<file path="src/rtl/lru_age_tracker_pkg.sv">
`default_nettype none
// ============================================================================
// Module      : lru_age_tracker_pkg
// Description : Shared defaults, width derivations and FSM state encoding
//               for the LRU age tracker.
// Revision    : 1.0 - initial release
// ============================================================================
package lru_age_tracker_pkg;

  localparam int DEF_WAYS = 4;
  localparam int DEF_SETS = 16;

  // Width of one age field; ages run 0..WAYS-1.
  function automatic int age_w(input int ways);
    return $clog2(ways);
  endfunction

  // Width of the set index.
  function automatic int set_w(input int sets);
    return $clog2(sets);
  endfunction

  typedef enum logic [0:0] {
    ST_INIT = 1'b0,
    ST_RUN  = 1'b1
  } state_t;

endpackage
`default_nettype wire

</file>
<file path="src/rtl/lru_age_update.sv">
`default_nettype none
// ============================================================================
// Module      : lru_age_update
// Description : Combinational age update for one set. Picks the accessed way
//               (hit way, or the age-0 victim on a miss), promotes it to
//               WAYS-1 and decrements every way that was younger than it.
// Revision    : 1.0 - initial release
// ============================================================================
module lru_age_update
  import lru_age_tracker_pkg::*;
#(
  parameter  int WAYS  = DEF_WAYS,
  localparam int AGE_W = age_w(WAYS)
) (
  input  logic [WAYS*AGE_W-1:0] ages_in,
  input  logic                  hit,
  input  logic [AGE_W-1:0]      way,
  output logic [WAYS*AGE_W-1:0] ages_out,
  output logic [AGE_W-1:0]      acc_way
);

  logic [AGE_W-1:0] victim;
  logic [AGE_W-1:0] acc_age;

  // Victim is the unique way holding age 0.
  always_comb begin
    victim = '0;
    for (int i = 0; i < WAYS; i++) begin
      if (ages_in[i*AGE_W +: AGE_W] == '0) victim = AGE_W'(i);
    end
  end

  // Accessed way and its current age.
  always_comb begin
    acc_way = hit ? way : victim;
    acc_age = '0;
    for (int i = 0; i < WAYS; i++) begin
      if (AGE_W'(i) == acc_way) acc_age = ages_in[i*AGE_W +: AGE_W];
    end
  end

  // Promote the accessed way; shift down only those that were more recent.
  always_comb begin
    ages_out = ages_in;
    for (int i = 0; i < WAYS; i++) begin
      if (AGE_W'(i) == acc_way) begin
        ages_out[i*AGE_W +: AGE_W] = AGE_W'(WAYS - 1);
      end else if (ages_in[i*AGE_W +: AGE_W] > acc_age) begin
        ages_out[i*AGE_W +: AGE_W] = ages_in[i*AGE_W +: AGE_W] - 1'b1;
      end
    end
  end

endmodule
`default_nettype wire

</file>
<file path="src/rtl/lru_age_tracker.sv">
`default_nettype none
// ============================================================================
// Module      : lru_age_tracker
// Description : Per-set true-LRU age tracker. Two-stage pipeline: requests
//               are captured in stage 1, the set is read, updated and written
//               back in stage 2. An INIT sweep (after reset or inv_all)
//               writes age(way i) = i into every set, one set per cycle.
// Revision    : 1.0 - initial release
// ============================================================================
module lru_age_tracker
  import lru_age_tracker_pkg::*;
#(
  parameter  int WAYS  = DEF_WAYS,
  parameter  int SETS  = DEF_SETS,
  localparam int AGE_W = age_w(WAYS),
  localparam int SET_W = set_w(SETS)
) (
  input  logic                  clk,
  input  logic                  rst,
  input  logic                  req_valid,
  output logic                  req_ready,
  input  logic [SET_W-1:0]      req_set,
  input  logic                  req_hit,
  input  logic [AGE_W-1:0]      req_way,
  input  logic                  inv_all,
  output logic                  rsp_valid,
  output logic [AGE_W-1:0]      rsp_way,
  output logic                  rsp_miss,
  output logic                  init_done,
  input  logic [SET_W-1:0]      dbg_set,
  output logic [WAYS*AGE_W-1:0] dbg_ages
);

  localparam logic [SET_W-1:0] LAST_SET = SET_W'(SETS - 1);

  state_t                  state_q;
  state_t                  state_d;
  logic [SET_W-1:0]        sweep_cnt;
  logic [SET_W-1:0]        sweep_cnt_d;

  logic                    accept;
  logic                    s1_valid;
  logic [SET_W-1:0]        s1_set;
  logic                    s1_hit;
  logic [AGE_W-1:0]        s1_way;

  logic [WAYS*AGE_W-1:0]   ages [SETS];
  logic [WAYS*AGE_W-1:0]   init_vec;
  logic [WAYS*AGE_W-1:0]   cur_ages;
  logic [WAYS*AGE_W-1:0]   upd_ages;
  logic [AGE_W-1:0]        acc_way;

  // Reset pattern for one set: way i gets age i.
  for (genvar i = 0; i < WAYS; i++) begin : g_init
    assign init_vec[i*AGE_W +: AGE_W] = AGE_W'(i);
  end

  // FSM state and sweep counter registers.
  always_ff @(posedge clk or posedge rst) begin
    if (rst) begin
      state_q   <= ST_INIT;
      sweep_cnt <= '0;
    end else begin
      state_q   <= state_d;
      sweep_cnt <= sweep_cnt_d;
    end
  end

  // Next state: inv_all always restarts the sweep; INIT leaves after the last set.
  always_comb begin
    state_d     = state_q;
    sweep_cnt_d = sweep_cnt;
    if (inv_all) begin
      state_d     = ST_INIT;
      sweep_cnt_d = '0;
    end else begin
      case (state_q)
        ST_INIT: begin
          sweep_cnt_d = sweep_cnt + 1'b1;
          if (sweep_cnt == LAST_SET) state_d = ST_RUN;
        end
        ST_RUN:  state_d = ST_RUN;
        default: state_d = ST_INIT;
      endcase
    end
  end

  assign init_done = (state_q == ST_RUN);
  assign req_ready = (state_q == ST_RUN) && !inv_all;
  assign accept    = req_valid && req_ready;

  // Stage 1: capture the accepted request.
  always_ff @(posedge clk or posedge rst) begin
    if (rst) begin
      s1_valid <= 1'b0;
      s1_set   <= '0;
      s1_hit   <= 1'b0;
      s1_way   <= '0;
    end else begin
      s1_valid <= accept;
      if (accept) begin
        s1_set <= req_set;
        s1_hit <= req_hit;
        s1_way <= req_way;
      end
    end
  end

  // Stage 2 reads the array directly, so a back-to-back access to the same
  // set sees the write from the previous cycle without any forwarding.
  assign cur_ages = ages[s1_set];
  assign dbg_ages = ages[dbg_set];

  lru_age_update #(
    .WAYS (WAYS)
  ) u_update (
    .ages_in  (cur_ages),
    .hit      (s1_hit),
    .way      (s1_way),
    .ages_out (upd_ages),
    .acc_way  (acc_way)
  );

  // Age array write: a stage-2 update completes first, the sweep follows.
  always_ff @(posedge clk) begin
    if (s1_valid) begin
      ages[s1_set] <= upd_ages;
    end else if (state_q == ST_INIT) begin
      ages[sweep_cnt] <= init_vec;
    end
  end

  assign rsp_valid = s1_valid;
  assign rsp_way   = s1_valid ? acc_way : '0;
  assign rsp_miss  = s1_valid && !s1_hit;

endmodule
`default_nettype wire
</file>
<file path="config.mk">
export PLATFORM = sky130hd
export DESIGN_NAME = lru_age_tracker
export DESIGN_NICKNAME = d
export VERILOG_FILES = /design/src/rtl/lru_age_tracker_pkg.sv /design/src/rtl/lru_age_update.sv /design/src/rtl/lru_age_tracker.sv
export SDC_FILE = /design/constraint.sdc
export NUM_CORES = 1
export LEC_CHECK = 0
export ABC_AREA = 1
export CAP_MARGIN = 10
export CORE_AREA = 4 4 153 155
export DETAILED_ROUTE_END_ITERATION = 7
export DIE_AREA = 0 0 157 159
export GPL_ROUTABILITY_DRIVEN = 0
export PLACE_DENSITY = 0.47
export RECOVER_POWER = 50
export REMOVE_ABC_BUFFERS = 1
export SETUP_SLACK_MARGIN = 0.05
export SLEW_MARGIN = 20
export SYNTH_ARGS = -nofsm -noshare
export SYNTH_HDL_FRONTEND = slang
export SYNTH_SLANG_ARGS = --single-unit
</file>
<file path="constraint.sdc">
create_clock -name clk -period 6.21 [get_ports clk]
set_clock_uncertainty 0.15 [all_clocks]
set_input_delay 1.242 -clock clk [delete_from_list [all_inputs] [get_ports clk]]
set_output_delay 1.242 -clock clk [all_outputs]
set_load 0.005 [all_outputs]
</file>
==> flow_metrics.py, run 1 <==
metrics = {
    "synthesis": {
        "ys_async_sr_fraction": 0.0922,
        "synthFlopType": "edfxtp_1",
        "syn_inst": 838,
        "synthTopCellsByCount": "140 x nand2_1, 128 x edfxtp_1, 111 x inv_1, 87 x nand3_1, 82 x o21ai_0",
        "synthTopCellsByArea": "edfxtp_1 50%, nand2_1 6.9%, nand3_1 5.7%",
        "syn_area_per_cell_sq_um": 9.12,
        "yosys_register_bits": 141,
        "synth_top_area_frac": 0.503,
        "synth_warnings": 0,
        "yosysSeqAreaShare": 0.546,
        "synth_top_area_cell": "edfxtp_1",
        "syn_area_sq_mm": 0.00764,
        "synth_edf_count": 128,
        "yosysMostFrequentCell": "nand2_1",
        "synthDistinctLibCells": 30,
    },
    "floorplan": {
        "io_pins": 29,
        "num_rows": 54,
        "fp.dieArea_sq_mm": 0.0250,
        "core_sq_mm": 0.0218,
        "start_util": 0.350,
        "die_w_um": 157,
        "die_y_um": 159,
    },
    "timing": {
        "finalSetupViolations": 0,
        "fin_tns_setup_ns": 0,
        "hold_violations": 0,
        "fin_crit_ns": 5.50,
        "final_max_slew_viol_count": 0,
        "tightest_slew_ns": 1.44,
        "fmax_mhz": 182,
        "rsz0062_at_grt": "no",
        "relSlewSlack": 0.0392,
        "fin_crit_sh": 0.885,
        "worst_slack_ns": 0.714,
    },
    "clock_tree": {
        "clock-sinks": 141,
        "cts_setup_buffers": 0,
        "hold_buffers": 0,
        "clk_pin_slew_ns": 0.06,
        "post_cts_resized": 0,
        "cts_made_buffers": 17,
        "cts_tree": "built",
        "htree_num_levels": 4,
        "cts_root_buf": "clkbuf_16",
        "cts.path.max_buffers": 2,
        "clock_latency_ns": 0.43,
    },
    "worst_setup_path": {
        "crit_fanout": 39,
        "r2r_slack_ns": 0.71,
        "crit_arrival_ns": 5.44,
        "cp-end-kind": "flip-flop",
        "worstSetupPathType": "reg -> reg",
        "worstPathRequired_ns": 6.15,
        "r2r-start": "s1_set[1]$_DFFE_PP0P_",
        "worstRegToRegCells": 22,
        "worstSetupStartpointType": "flip-flop",
        "crit-reg2reg-capture": "ages[7][3]$_DFFE_PP_",
    },
    "routing": {
        "ant_nets": 0,
        "via_per_inst": 5.28,
        "drc_errors": 0,
        "first_pass_iters": 5,
        "first_iter_violations": 412,
        "routed_wirelength_mm": 22.7,
        "vias": 6095,
        "post_drt_wl_per_cell_um": 19.7,
    },
    "hold_path": {
        "holdPathEnd": "s1_way[0]$_DFFE_PP0P_",
        "hold_depth": 2,
        "hp-class": "reg -> reg",
        "min_from": "s1_way[0]$_DFFE_PP0P_",
    },
    "global_route": {
        "grt_overflow_total": 0,
        "grt_start_max_net_pins": 66,
        "grt_antenna_before_repair": 0,
        "grt_usage": 0.186,
        "grt_pass1_wl_mm": 35.0,
        "first_global_vias": 6055,
    },
    "power": {
        "p_seq_frac": 0.414,
        "clkPwrFrac": 0.392,
        "power.share.switching": 0.289,
        "p_per_area_mw_per_mm2": 297,
        "p_int_w": 0.00185,
        "netSwitchingPower_w": 0.000750,
        "p_leak_nw": 3.41,
        "peakVddDrop_mv": 0.180,
        "combinationalPowerShare": 0.193,
    },
    "place": {
        "place_ws_ns": 0.737,
        "portBuffers": 28,
        "place_hpwl_mm": 15.3,
        "placed_area_sq_mm": 0.00821,
    },
    "finish": {
        "finish.utilization": 0.401,
        "fillers": 2132,
        "num_antenna_cells": 0,
        "final_nets": 888,
        "post_route_cells_drive_above_1_share": 0.0801,
        "final_cell_area_sq_mm": 0.00875,
        "area_growth_pct": 14.5,
    },
    "flow_run": {
        "maxCapViolations": 0,
    },
    "outcome": {
        "status": "finished clean",
    },
}
[area by class of cell]
cell class | instances | area, sq um | area share
Clock buffer | 19 | 433 | 0.0495
Clock inverter | 13 | 149 | 0.0170
Inverter | 119 | 447 | 0.0511
Multi-Input combinational cell | 527 | 2720 | 0.311
Sequential cell | 141 | 4170 | 0.477
Tap cell | 280 | 350 | 0.0401
Timing Repair Buffer | 55 | 472 | 0.0539
[critical path: stages, from the launching register on]
cell and delay, ns:
dfrtp_2 0.96, inv_2 0.34, o21ai_0 0.17, o21ai_0 0.13, o211ai_2 0.22, nand2_1 0.11, inv_1 0.09, ha_1 0.17
a21oi_1 0.05, o21ai_0 0.37, inv_1 0.17, nor2_1 0.21, inv_1 0.08, nand2_1 0.07, nor2_1 0.04, nor2_1 0.28
ha_1 0.20, inv_1 0.05, o21ai_0 0.21, nand2_1 0.12, o21ai_0 0.17, a21oi_1 0.06, nor2_1 0.73
[layout by cell type, fill, tap and decap left out, types with 11 or more instances in the layout]
cell type | Yosys | layout
dfrtp_1 | 13 | 11
buf_4 | 5 | 14
nand3_1 | 87 | 87
ha_1 | 12 | 12
clkdlybuf4s50_1 | 0 | 21
clkbuf_1 | 17 | 13
nand2_1 | 140 | 140
clkbuf_16 | 0 | 17
a21oi_1 | 75 | 75
nor2_1 | 43 | 43
inv_1 | 111 | 111
edfxtp_1 | 128 | 128
o21ai_0 | 82 | 82
o211ai_1 | 39 | 39
o21ai_1 | 13 | 13
[layer usage]
| metal | GRT usage | routed length, um | part of all wire | up-vias |
|---|---|---|---|---|
| met3 | 0.0304 | 903 | 0.040 | 48 |
| met4 | 0.0765 | 796 | 0.035 | 0 |
| met2 | 0.309 | 11200 | 0.49 | 159 |
| met1 | 0.242 | 9820 | 0.43 | 2932 |
| li1 | - | - | - | 2956 |
| met5 | 0 | 0 | 0 | - |
[state kept, by name, indices dropped and copies added, names as in the netlist]
name       cells
ages         128
s1_way         2
sweep_cnt      4
rsp_valid      1
init_done      1
s1_hit         1
s1_set         4
[cells by family (layout without fill, tap and decap cells)]
logic type | Yosys count | after routing | share of synthesized area
compound gates | 231 | 231 | 0.176
fa+ha+maj | 12 | 12 | 0.0197
flops | 141 | 141 | 0.546
buf+inv | 170 | 206 | 0.0988
simple gates | 284 | 284 | 0.159
[power groups by stage]
stage	Combinational, W	Clock, W	Sequential, W
after global routing	0.000570	0.00108	0.00108
after detailed placement	0.000500	0	0.00110
after CTS	0.000502	0.00103	0.00108
final	0.000502	0.00102	0.00108
after global placement	0.000491	0	0.00110
after floorplan	0.000314	0	0.00110
[stage by stage]
stage | total power [W] | instances | hold slack [ns]
floorplan | 0.00141 | 787 | 0.299
global placement | 0.00159 | 1122 | 0.336
finish | 0.00260 | 1154 | 0.355
global route | 0.00273 | 1154 | 0.417
detailed placement | 0.00160 | 1122 | 0.349
CTS | 0.00261 | 1154 | 0.364
[worst max path at each step]
stage / startpoint / end / slack, ns / depth (start not counted)
6_report: s1_set[1]$_DFFE_PP0P_ / ages[7][3]$_DFFE_PP_ / 0.71 / 22
5_1_grt: s1_set[1]$_DFFE_PP0P_ / ages[14][3]$_DFFE_PP_ / 0.20 / 22
4_1_cts: s1_set[1]$_DFFE_PP0P_ / ages[4][3]$_DFFE_PP_ / 0.70 / 22
3_5_place_dp: s1_set[1]$_DFFE_PP0P_ / ages[14][5]$_DFFE_PP_ / 0.74 / 19
3_3_place_gp: s1_set[1]$_DFFE_PP0P_ / ages[0][3]$_DFFE_PP_ / 0.99 / 22
2_1_floorplan: s1_set[0]$_DFFE_PP0P_ / ages[0][5]$_DFFE_PP_ / 0.25 / 19
Power figures use the tool's default switching activity.
==> run 2, diff against run 1 <==
- PLACE_DENSITY: 0.47 -> 0.49
- SLEW_MARGIN: 20 -> unset
- clock period: 6.21 -> 4.64 ns (I/O delays scaled with it)
==> flow_metrics.py, run 2 (synthesized netlist as in run 1, its figures left out) <==
metrics = {
    "power": {
        "peakVddDrop_mv": 0.198,
        "p_leak_nw": 3.56,
        "p_per_area_mw_per_mm2": 404,
    },
    "worst_setup_path": {
        "worstSetupPathType": "reg -> out",
        "r2r_slack_ns": 0.34,
        "worstPathRequired_ns": 3.56,
        "cp-end-kind": "output port",
        "worstRegToRegCells": 24,
        "crit_arrival_ns": 3.26,
        "r2r-start": "s1_set[0]$_DFFE_PP0P_",
        "crit_fanout": 12,
        "crit-reg2reg-capture": "ages[6][1]$_DFFE_PP_",
        "crit_end": "rsp_way[0]",
        "worstSetupStartpointType": "flip-flop",
        "crit_start": "s1_set[0]$_DFFE_PP0P_",
    },
    "routing": {
        "ant_nets": 0,
        "first_iter_violations": 517,
        "routed_wirelength_mm": 23.0,
        "post_drt_wl_per_cell_um": 19.5,
        "via_per_inst": 5.22,
        "vias": 6162,
        "first_pass_iters": 5,
        "drc_errors": 0,
    },
    "floorplan": {
        "core_sq_mm": 0.0218,
        "io_pins": 29,
        "start_util": 0.350,
        "die_y_um": 159,
        "die_w_um": 157,
        "fp.dieArea_sq_mm": 0.0250,
        "num_rows": 54,
    },
    "clock_tree": {
        "htree_num_levels": 4,
        "clk_pin_slew_ns": 0.07,
        "cts.path.max_buffers": 2,
        "cts_root_buf": "clkbuf_16",
        "cts_tree": "built",
        "clock_latency_ns": 0.43,
        "cts_made_buffers": 17,
        "clock-sinks": 141,
    },
    "timing": {
        "tightest_slew_ns": 1.12,
        "final_max_slew_viol_count": 0,
        "fin_crit_ns": 4.34,
        "fmax_mhz": 230,
        "hold_violations": 0,
        "rsz0062_at_grt": "no",
        "finalSetupViolations": 0,
        "relSlewSlack": 0.250,
        "fin_tns_setup_ns": 0,
        "fin_crit_sh": 0.936,
        "worst_slack_ns": 0.297,
    },
    "place": {
        "place_ws_ns": 0.297,
        "portBuffers": 28,
        "place_hpwl_mm": 14.9,
    },
    "finish": {
        "area_growth_pct": 18.7,
        "post_route_cells_drive_above_1_share": 0.114,
        "fillers": 2122,
        "final_nets": 914,
        "largest_reg_flops": 128,
        "regMostFlops": "ages",
        "mostFrequentLayoutCell": "nand2_1",
        "num_antenna_cells": 0,
        "largestRegisters": "ages (128), s1_set (4), sweep_cnt (4)",
        "layout_common_cells": "138 x nand2_1, 128 x edfxtp_1, 109 x inv_1",
    },
    "global_route": {
        "grt_antenna_before_repair": 0,
        "grt_pass1_wl_mm": 34.8,
        "first_global_vias": 5808,
        "grt_overflow_total": 0,
        "grt_start_max_net_pins": 64,
        "grt_usage": 0.186,
    },
    "hold_path": {
        "hp-class": "reg -> reg",
    },
    "flow_run": {
        "maxCapViolations": 0,
    },
    "outcome": {
        "status": "finished clean",
    },
}
## run 2: stage by stage
| step | total power [W] | util | cells | area (sq um) | hold WS [ns] |
|---|---|---|---|---|---|
| 5_1_grt | 0.00385 | 0.415 | 1180 | 9060 | 0.391 |
| 3_3_place_gp | 0.00218 | 0.384 | 1139 | 8380 | 0.318 |
| 4_1_cts | 0.00366 | 0.413 | 1171 | 9000 | 0.350 |
| 6_report | 0.00366 | 0.415 | 1180 | 9060 | 0.347 |
| 3_5_place_dp | 0.00219 | 0.384 | 1139 | 8380 | 0.330 |
| 2_1_floorplan | 0.00189 | - | 787 | 7330 | 0.299 |
## run 2: report_power, final
part	switching, W	internal, W	leakage, nW	total (W)
logic	0.000487	0.000290	1.98	0.000777
registers	0.0000174	0.00140	1.28	0.00142
clock network	0.000526	0.000947	0.300	0.00147
## run 2: layer usage
metal | up-vias | wire length [um] | GRT usage
li1 | 3006 | - | -
met1 | 2949 | 10400 | 0.261
met2 | 179 | 10800 | 0.294
met3 | 28 | 1330 | 0.0351
met4 | 0 | 452 | 0.0564
met5 | - | 0 | 0
## run 2: what timing repair did
item,in CTS,in global routing
setup buffers,0,8
gates resized for setup,0,9
hold buffers,0,0
setup endpoints to repair,0,64
## run 2: critical path, stage by stage, from the launching register on
cell             delay, ns
dfrtp_4               0.57
buf_2                 0.20
buf_4                 0.19
o211ai_1              0.17
nand3_1               0.11
nand3_2               0.12
nand2_2               0.09
inv_1                 0.06
ha_1                  0.17
a21oi_1               0.08
o21ai_0               0.21
inv_1                 0.10
buf_4                 0.16
nor2_1                0.08
clkdlybuf4s50_1       0.51
## run 2: worst min path at each step
stage	depth (start not counted)	from	endpoint	slack, ns
after floorplan	2	s1_way[0]$_DFFE_PP0P_	s1_way[0]$_DFFE_PP0P_	0.30
after global placement	2	s1_way[0]$_DFFE_PP0P_	s1_way[0]$_DFFE_PP0P_	0.32
after detailed placement	2	s1_way[0]$_DFFE_PP0P_	s1_way[0]$_DFFE_PP0P_	0.33
after CTS	2	s1_way[0]$_DFFE_PP0P_	s1_way[0]$_DFFE_PP0P_	0.35
after global routing	2	s1_way[0]$_DFFE_PP0P_	s1_way[0]$_DFFE_PP0P_	0.39
final	2	s1_way[0]$_DFFE_PP0P_	s1_way[0]$_DFFE_PP0P_	0.35
## run 2: area by class of cell
cell class,count,area (sq um),share of cell area
repair inverters,1,7.51,0.000828
inverters,119,454,0.0501
clock buffers,19,433,0.0478
clock inverters,13,195,0.0215
multi-input cells,527,2740,0.302
well taps,280,350,0.0386
repair buffers,80,716,0.0790
flip-flops and latches,141,4170,0.460
==> run 3, diff against run 2 <==
- SLEW_MARGIN: unset -> 15
- clock period: 4.64 -> 3.6 ns (I/O delays scaled with it)
==> flow_metrics.py, run 3 (synthesized netlist as in run 1, its figures left out) <==
metrics = {
    "routing": {
        "post_drt_wl_per_cell_um": 19.6,
        "routed_wirelength_mm": 24.5,
        "via_per_inst": 5.15,
        "vias": 6439,
        "first_pass_iters": 4,
        "ant_nets": 0,
        "drc_errors": 0,
        "first_iter_violations": 435,
    },
    "hold_path": {
        "hp-class": "reg -> reg",
    },
    "worst_setup_path": {
        "worstSetupStartpointType": "flip-flop",
        "cp-end-kind": "flip-flop",
        "critical_path.top_delay_family": "buffers and inverters",
        "path_buf_inv": 10,
        "worstSetupPathType": "reg -> reg",
        "crit_slowest_cell": "dfrtp_4",
        "crit_fanout": 10,
        "worstPathRequired_ns": 3.62,
        "crit_arrival_ns": 3.93,
        "cpPeakStageDelay_ns": 0.49,
    },
    "timing": {
        "worst_slack_ns": -0.304,
        "fin_crit_sh": 1.08,
        "fin_crit_ns": 3.90,
        "tightest_slew_ns": 1.19,
        "fmax_mhz": 256,
        "hold_violations": 0,
        "whs_ns": 0.332,
        "rsz0062_at_grt": "yes",
        "relSlewSlack": 0.205,
        "final_max_slew_viol_count": 0,
        "finalSetupViolations": 128,
    },
    "global_route": {
        "grt_usage": 0.194,
        "first_global_vias": 6221,
        "grt_overflow_total": 0,
        "grt_antenna_before_repair": 0,
        "grt_start_max_net_pins": 62,
        "grt_pass1_wl_mm": 36.6,
    },
    "finish": {
        "multiInputGateArea_sq_mm": 0.00307,
        "regArea_sq_mm": 0.00417,
        "fillers": 2100,
        "regMostFlops": "ages",
        "final_cell_area_sq_mm": 0.0101,
        "mostFrequentLayoutCell": "edfxtp_1",
        "final_nets": 985,
        "num_antenna_cells": 0,
        "area_growth_pct": 32.0,
        "largest_reg_flops": 128,
        "layout_common_cells": "128 x edfxtp_1, 127 x nand2_1, 101 x inv_1",
        "post_route_cells_drive_above_1_share": 0.248,
        "largestRegisters": "ages (128), s1_set (4), sweep_cnt (4)",
    },
    "outcome": {
        "status": "finished, violations left",
        "failed_checks": "setup timing",
    },
    "clock_tree": {
        "cts_made_buffers": 17,
        "cts_root_buf": "clkbuf_16",
        "cts.path.max_buffers": 2,
        "cts_tree": "built",
        "clk_pin_slew_ns": 0.06,
        "hold_buffers": 0,
        "htree_num_levels": 4,
        "clock-sinks": 141,
        "clock_latency_ns": 0.43,
    },
    "power": {
        "p_leak_nw": 4.03,
        "p_per_area_mw_per_mm2": 501,
        "peakVddDrop_mv": 0.231,
    },
    "floorplan": {
        "num_rows": 54,
        "die_y_um": 159,
        "core_sq_mm": 0.0218,
        "die_w_um": 157,
        "io_pins": 29,
        "fp.dieArea_sq_mm": 0.0250,
        "start_util": 0.350,
    },
    "place": {
        "placed_area_sq_mm": 0.00882,
        "portBuffers": 28,
        "place_hpwl_mm": 16.2,
    },
    "flow_run": {
        "maxCapViolations": 0,
    },
}
-- run 3: cell type report --
cell class,count,share of cell area
Clock buffer,18,0.0426
Timing Repair Buffer,151,0.147
Tap cell,280,0.0347
Inverter,119,0.0448
Timing Repair inverter,1,0.000745
Clock inverter,14,0.0122
Multi-Input combinational cell,527,0.304
Sequential cell,141,0.414
-- run 3: what timing repair did --
action,CTS,global route
gates resized for setup,64,64
cloned,4,4
setup buffers,13,6
endpoints found under the setup margin,134,131
pin swaps,29,32
-- run 3: tightest hold or removal path: cells and delay by family, from the launching register on --
kind / cells / cell delay, ns
AND/OR/NAND/NOR: 2 / 0.10
flip-flops: 1 / 0.35
-- run 3: worst paths after layout --
| path | from | to | slack, ns | depth (start not counted) |
|---|---|---|---|---|
| max | s1_set[0]$_DFFE_PP0P_ | ages[9][4]$_DFFE_PP_ | -0.30 | 27 |
| min | s1_way[0]$_DFFE_PP0P_ | s1_way[0]$_DFFE_PP0P_ | 0.33 | 2 |
| max reg2reg | s1_set[0]$_DFFE_PP0P_ | ages[9][4]$_DFFE_PP_ | -0.30 | 27 |
| min reg2reg | s1_way[0]$_DFFE_PP0P_ | s1_way[0]$_DFFE_PP0P_ | 0.33 | 2 |
| max in group asynchronous | rst | s1_set[0]$_DFFE_PP0P_ | 2.26 | 2 |
| min in group asynchronous | rst | s1_set[3]$_DFFE_PP0P_ | 0.63 | 2 |
-- run 3: through the flow --
| stage | TNS, ns | std cells | util | worst slack [ns] | power, W |
|---|---|---|---|---|---|
| floorplan | -290.38 | 787 | - | -2.36 | 0.00244 |
| global placement | -44.60 | 1192 | 0.404 | -0.441 | 0.00294 |
| detailed placement | -47.26 | 1192 | 0.404 | -0.456 | 0.00294 |
| CTS | -19.11 | 1241 | 0.447 | -0.250 | 0.00480 |
| global route | -51.86 | 1251 | 0.462 | -0.503 | 0.00528 |
| finish | -27.86 | 1251 | 0.462 | -0.304 | 0.00505 |
-- run 3: report_power, final --
group | total (W) | internal, W | switching, W
clock network | 0.00166 | 0.000949 | 0.000714
registers | 0.00182 | 0.00180 | 0.0000207
logic | 0.00157 | 0.000711 | 0.000856
total | 0.00505 | 0.00346 | 0.00159
-- run 3: layer usage --
| layer | vias up | GRT usage | share of wire |
|---|---|---|---|
| met5 | - | 0 | 0 |
| met3 | 35 | 0.0307 | 0.037 |
| met1 | 3112 | 0.267 | 0.46 |
| met2 | 144 | 0.312 | 0.48 |
| li1 | 3148 | - | - |
| met4 | 0 | 0.0667 | 0.026 |
